<file path="src/rtl/rob_ctrl.sv">
// Reorder-buffer pointer/status controller.
// Allocates up to four indices per cycle, marks entries done from the forwarding
// bus, retires up to two per cycle in order, and squashes younger entries on flush.
module rob_ctrl #(
  parameter int unsigned DEPTH = 64,
  parameter int unsigned IDX_W = 6,
  parameter int unsigned CNT_W = 7
) (
  input  logic             clk,
  input  logic             rst_n,
  input  logic [3:0]       disp_valid,
  output logic             disp_ready,
  output logic [IDX_W-1:0] disp_idx_a,
  output logic [IDX_W-1:0] disp_idx_b,
  output logic [IDX_W-1:0] disp_idx_c,
  output logic [IDX_W-1:0] disp_idx_d,
  input  logic [22:0]      fwd_a,
  input  logic [22:0]      fwd_b,
  input  logic [22:0]      fwd_c,
  input  logic [22:0]      fwd_d,
  input  logic             commit_en,
  output logic [1:0]       commit_valid,
  output logic [IDX_W-1:0] commit_idx0,
  output logic [IDX_W-1:0] commit_idx1,
  input  logic             flush_valid,
  input  logic [IDX_W-1:0] flush_idx,
  output logic [CNT_W-1:0] count,
  output logic             empty,
  output logic             full
);

  logic [IDX_W-1:0] head_q, head_d, tail_q, tail_d;
  logic [CNT_W-1:0] count_q, count_d;
  logic [DEPTH-1:0] alloc_q, alloc_d, done_q, done_d;

  logic [22:0]      fwd [4];
  logic [IDX_W-1:0] head1;
  logic [CNT_W-1:0] free_cnt;
  logic [2:0]       ndisp_raw, ndisp;
  logic [1:0]       ncommit;
  logic [CNT_W-1:0] nsquash;
  logic             disp_fire;

  assign fwd[0] = fwd_a;
  assign fwd[1] = fwd_b;
  assign fwd[2] = fwd_c;
  assign fwd[3] = fwd_d;

  assign head1    = head_q + IDX_W'(1);
  assign free_cnt = CNT_W'(DEPTH) - count_q;

  assign disp_ready = free_cnt >= CNT_W'(4);
  assign disp_idx_a = tail_q;
  assign disp_idx_b = tail_q + IDX_W'(1);
  assign disp_idx_c = tail_q + IDX_W'(2);
  assign disp_idx_d = tail_q + IDX_W'(3);
  assign commit_idx0 = head_q;
  assign commit_idx1 = head1;
  assign count = count_q;
  assign empty = count_q == '0;
  assign full  = count_q == CNT_W'(DEPTH);

  // In-order retirement; slot1 only follows a retiring slot0.
  assign commit_valid[1] = commit_en & alloc_q[head_q] & done_q[head_q];
  assign commit_valid[0] = commit_valid[1] & alloc_q[head1] & done_q[head1];
  assign ncommit = {1'b0, commit_valid[1]} + {1'b0, commit_valid[0]};

  // Leading-ones count of the lane request; illegal patterns collapse to their prefix.
  always_comb begin
    ndisp_raw = 3'd0;
    casez (disp_valid)
      4'b0???: ndisp_raw = 3'd0;
      4'b10??: ndisp_raw = 3'd1;
      4'b110?: ndisp_raw = 3'd2;
      4'b1110: ndisp_raw = 3'd3;
      4'b1111: ndisp_raw = 3'd4;
      default: ndisp_raw = 3'd0;
    endcase
  end

  assign disp_fire = disp_ready & ~flush_valid & (ndisp_raw != 3'd0);
  assign ndisp     = disp_fire ? ndisp_raw : 3'd0;
  assign nsquash   = flush_valid ? CNT_W'(tail_q - flush_idx - IDX_W'(1)) : '0;

  // Next-state for pointers, occupancy and per-entry status bits.
  always_comb begin
    logic [IDX_W-1:0] sq_off, dp_off, fidx;
    logic             sq, dp, cm;
    alloc_d = alloc_q;
    done_d  = done_q;
    head_d  = head_q + IDX_W'(ncommit);
    tail_d  = flush_valid ? flush_idx + IDX_W'(1) : tail_q + IDX_W'(ndisp);
    count_d = count_q + CNT_W'(ndisp) - CNT_W'(ncommit) - nsquash;
    // Completions only land on entries already allocated before this edge.
    for (int s = 0; s < 4; s++) begin
      fidx = fwd[s][16 +: IDX_W];
      if (fwd[s][22] && alloc_q[fidx]) done_d[fidx] = 1'b1;
    end
    for (int i = 0; i < DEPTH; i++) begin
      sq_off = IDX_W'(i) - flush_idx - IDX_W'(1);
      dp_off = IDX_W'(i) - tail_q;
      sq = flush_valid && (CNT_W'(sq_off) < nsquash);
      dp = CNT_W'(dp_off) < CNT_W'(ndisp);
      cm = (commit_valid[1] && (IDX_W'(i) == head_q)) ||
           (commit_valid[0] && (IDX_W'(i) == head1));
      if (sq || cm) begin
        alloc_d[i] = 1'b0;
        done_d[i]  = 1'b0;
      end
      if (dp) begin
        alloc_d[i] = 1'b1;
        done_d[i]  = 1'b0;
      end
    end
  end

  // State registers with asynchronous clear.
  always_ff @(posedge clk or negedge rst_n) begin
    if (!rst_n) begin
      head_q  <= '0;
      tail_q  <= '0;
      count_q <= '0;
      alloc_q <= '0;
      done_q  <= '0;
    end else begin
      head_q  <= head_d;
      tail_q  <= tail_d;
      count_q <= count_d;
      alloc_q <= alloc_d;
      done_q  <= done_d;
    end
  end

`ifndef SYNTHESIS
  // A flush must name a live entry.
  flush_idx_alloc: assert property (@(posedge clk) disable iff (!rst_n)
    flush_valid |-> alloc_q[flush_idx]);
`endif

endmodule

</file>
<file path="config.mk">
export PLATFORM = sky130hd
export DESIGN_NAME = rob_ctrl
export DESIGN_NICKNAME = d
export VERILOG_FILES = /design/src/rtl/rob_ctrl.sv
export SDC_FILE = /design/constraint.sdc
export NUM_CORES = 1
export LEC_CHECK = 0
export CORE_MARGIN = 4
export CORE_UTILIZATION = 30
export DETAILED_ROUTE_END_ITERATION = 10
export GPL_TIMING_DRIVEN = 0
export SYNTH_ARGS = -nofsm -noshare
export SYNTH_HDL_FRONTEND = slang
export SYNTH_SLANG_ARGS = --single-unit
</file>
<file path="constraint.sdc">
create_clock -name clk -period 6.9 [get_ports clk]
set_input_delay 0.69 -clock clk [delete_from_list [all_inputs] [get_ports clk]]
set_output_delay 0.69 -clock clk [all_outputs]
set_load 0.01 [all_outputs]
</file>
==> flow_summary_export.csv, run 1 <==
group,metric,value,unit
die,die_w,264.4,µm
sta,setup-tns-final,0,ns
sta,fin_crit_sh,0.9863,
logic_synthesis,synth_enable_flop_cells,0,
sta,finalClockSkew,0.01638,ns
final_layout,seqCellArea,0.003681,mm²
critical_path,cp-startpoint,"commit_idx0[1]",
critical_path,r2r_end,"count[6]",
logic_synthesis,synth_area_per_cell,8.316,µm²
critical_path,worstSetupPathType,"reg -> reg",
critical_path,ff2ff_path_depth,22,
route,vias_per_cell,6.339,
die,die_y,264.4,µm
clock_network,clock_latency,0.49,ns
die,core,0.06481,mm²
sta,max_slew_margin,-0.05262,
placed_design,dp_hpwl,82240,µm
flow_run,maxCapViolations,3,
placed_design,io_buffers,80,
power_and_ir_drop,comb_power_share,0.521,
final_layout,final_util,0.3454,
final_layout,final_cell_mix,"ha_1, nand2_1, inv_1",
sta,hold_viol_final,0,
logic_synthesis,synth_top_area_frac,0.1865,
clock_network,cts.clk_slew.worst_paths,0.07,ns
power_and_ir_drop,p_per_area,235.0,mW/mm²
logic_synthesis,synthFlopType,"dfrtp_1",
die,start_util,0.3044,
power_and_ir_drop,p_int,2.629,mW
power_and_ir_drop,p_seq_frac,0.301,
critical_path,endpoint,"count[6]",
final_layout,mostFrequentLayoutCell,"ha_1",
final_layout,syn_to_final_growth,13.48,%
critical_path,r2r_start,"commit_idx0[1]",
logic_synthesis,synth_seq_cells,147,
final_layout,drive_gt1_frac,0.08474,
critical_path,cp-end-kind,"flop",
critical_path,rrSetupSlack,0.09,ns
placed_design,gp_congestion,1.093,
route,drc,0,
run_status,status,"finished, violations left",
sta,fmax,146.9,MHz
min_path,hold_class,"in -> async",
clock_network,cts_tree,"yes",
clock_network,cts_buffers,17,
final_layout,diodes,0,
grt,grt_max_degree,86,
sta,finalCriticalPeriod,6.806,ns
logic_synthesis,async_flop_share,1.000,
grt,antenna_found_initial,1,
route,dr.pass1.iters,6,
grt,grt_pass1_wl,146900,µm
sta,final-setup-viol-count,0,
logic_synthesis,netlist_instances,2372,
die,dieArea,0.06992,mm²
route,drtIter0Drc,3507,
power_and_ir_drop,clockPowerShare,0.179,
critical_path,worst_setup_path_start_kind,"flop",
critical_path,arrival,7.15,ns
final_layout,num-fill-cells,6788,
grt,grt_pass1_vias,19453,
logic_synthesis,yosysUniqueCellTypes,92,
die,rows,93,
final_layout,layout.nets,2790,
power_and_ir_drop,switching_share,0.5003,
power_and_ir_drop,p_switching,2.632,mW
sta,tightest_slew,1.567,ns
grt,grt-ovfl-total,0,
placed_design,place_area,0.02170,mm²
grt,grt_usage,0.2887,
critical_path,cp_max_fo,10,
route,final_antenna_net_count,0,
final_layout,multiInputGateArea,0.01481,mm²
route,vias,21204,
final_layout,stdcell_area,0.02239,mm²
clock_network,cts_buffer_depth,2,
run_status,violations,"capacitance limit, slew limit",
critical_path,critPathRequiredTime,7.24,ns
clock_network,cts_hold_buf,0,
logic_synthesis,synthesis.nets,2685,
clock_network,cts_sinks,147,
die,ios,154,
power_and_ir_drop,p_leak,9.146,nW
logic_synthesis,synthesis.area,0.01973,mm²
power_and_ir_drop,ir_drop,188.5,µV
route,wl_per_cell,31.34,µm
clock_network,ctsRootBufferMaster,"clkbuf_16",
sta,drv_slew,9,
logic_synthesis,ys.warnings.count,0,
route,routed_wl,104800,µm
sta,holdWs,0.2121,ns
logic_synthesis,yosysSeqAreaShare,0.1865,
logic_synthesis,synth.area.top_cells,"dfrtp_1, ha_1, xnor2_1",
clock_network,htree_num_levels,4,
logic_synthesis,synth_top_area_cell,"dfrtp_1",
==> synthesized netlist by cell type, types with 41 or more instances <==
library cell	count
o21ai_0	112
a211oi_1	58
a21oi_1	154
xnor2_1	117
nand2_1	190
inv_1	177
mux2i_1	74
nand3_1	65
clkbuf_1	71
a211o_1	41
o211ai_1	43
ha_1	198
dfrtp_1	147
a221oi_1	56
nor2_1	132
nor2b_1	46
a21o_1	70
nor3_1	52
==> what timing repair did <==
item | 4_1_cts | 5_1_grt
gates resized for setup | 14 | 13
setup buffers | 0 | 2
pin swaps | 0 | 1
endpoints found under the setup margin | 7 | 1
==> worst min-delay path by stage <==
stage                                end  slack [ns]      from  cells past startpoint
after floorplan               alloc_q[0]        0.39     rst_n                      0
after global placement          count[0]        0.63  count[1]                      1
after detailed placement        count[0]        0.62  count[1]                      1
after CTS                 commit_idx0[0]        0.21     rst_n                      1
after global routing      commit_idx0[0]        0.23     rst_n                      1
final                     commit_idx0[0]        0.21     rst_n                      1
==> logic make-up after synthesis <==
family                     Yosys count  synth area share
AOI/OAI and AO/OA                  738            0.2627
and+or+nand+nor                    697            0.1872
buffers and inverters              316           0.06812
adders and majority gates          207            0.1347
DFF                                147            0.1865
muxes                              139            0.1036
xor gates and xnor gates           128           0.05721
==> power by group through the flow <==
stage	clock network [mW]	registers, mW	logic, mW
floorplan	0	1.18	1.79
global placement	0	1.52	2.61
detailed placement	0	1.52	2.66
CTS	0.950	1.50	2.68
global route	0.984	1.54	2.98
finish	0.940	1.58	2.74
==> per-layer routing <==
metal  up-vias  track usage  part of all wire
li1       9100            -                 -
met4         0       0.1906             0.085
met2      1491       0.4012              0.40
met3       437       0.1011              0.13
met1     10176       0.3761              0.39
met5         -            0                 0
==> sequential cells by signal, indices dropped and copies added (netlist names) <==
register,count
alloc_q,64
commit_idx0,6
count,7
disp_idx_a,6
done_q,64
==> area by class of cell <==
type                    count  share of cell area
plain buffers             135             0.03040
flip-flops and latches    147              0.1644
clock buffers              20             0.02040
well taps                 855             0.04779
inverters                 181             0.03046
multi-input cells        1909              0.6615
clock inverters            12            0.005366
repair buffers             86             0.03963
==> worst max-delay path: stages (launching register included) <==
cell       delay (ns)
dfrtp_2          0.55
ha_1             0.20
clkbuf_1         0.46
nand3_1          0.40
xnor2_1          0.57
inv_1            0.37
a2111oi_0        0.37
a21boi_2         0.33
a31oi_4          0.10
a211oi_4         0.36
ha_1             0.36
inv_1            0.11
fa_1             0.44
fa_1             0.47
ha_1             0.23
fa_1             0.43
a21oi_1          0.17
nor2_1           0.05
nor2_1           0.16
o21bai_1         0.09
a21oi_1          0.19
xnor2_1          0.16
xnor2_1          0.08
==> stage by stage <==
step / power (mW) / std cells / setup slack (ns)
finish: 5.261 / 3345 / 0.09430
global route: 5.506 / 3345 / -0.02413
CTS: 5.124 / 3343 / 0.04746
detailed placement: 4.173 / 3311 / -1.237
global placement: 4.134 / 3307 / -1.230
floorplan: 2.974 / 2372 / 0.7184
(Power assumes the default switching activity.)
==> inputs of run 2 (changes only) <==
--- a/config.mk
+++ b/config.mk
@@ -12,3 +12,4 @@
 export SYNTH_ARGS = -nofsm -noshare
 export SYNTH_HDL_FRONTEND = slang
 export SYNTH_SLANG_ARGS = --single-unit
+export TNS_END_PERCENT = 5
==> results of run 2 <==
Same layout as run 1: the final DEF is identical, and so are final timing and power.
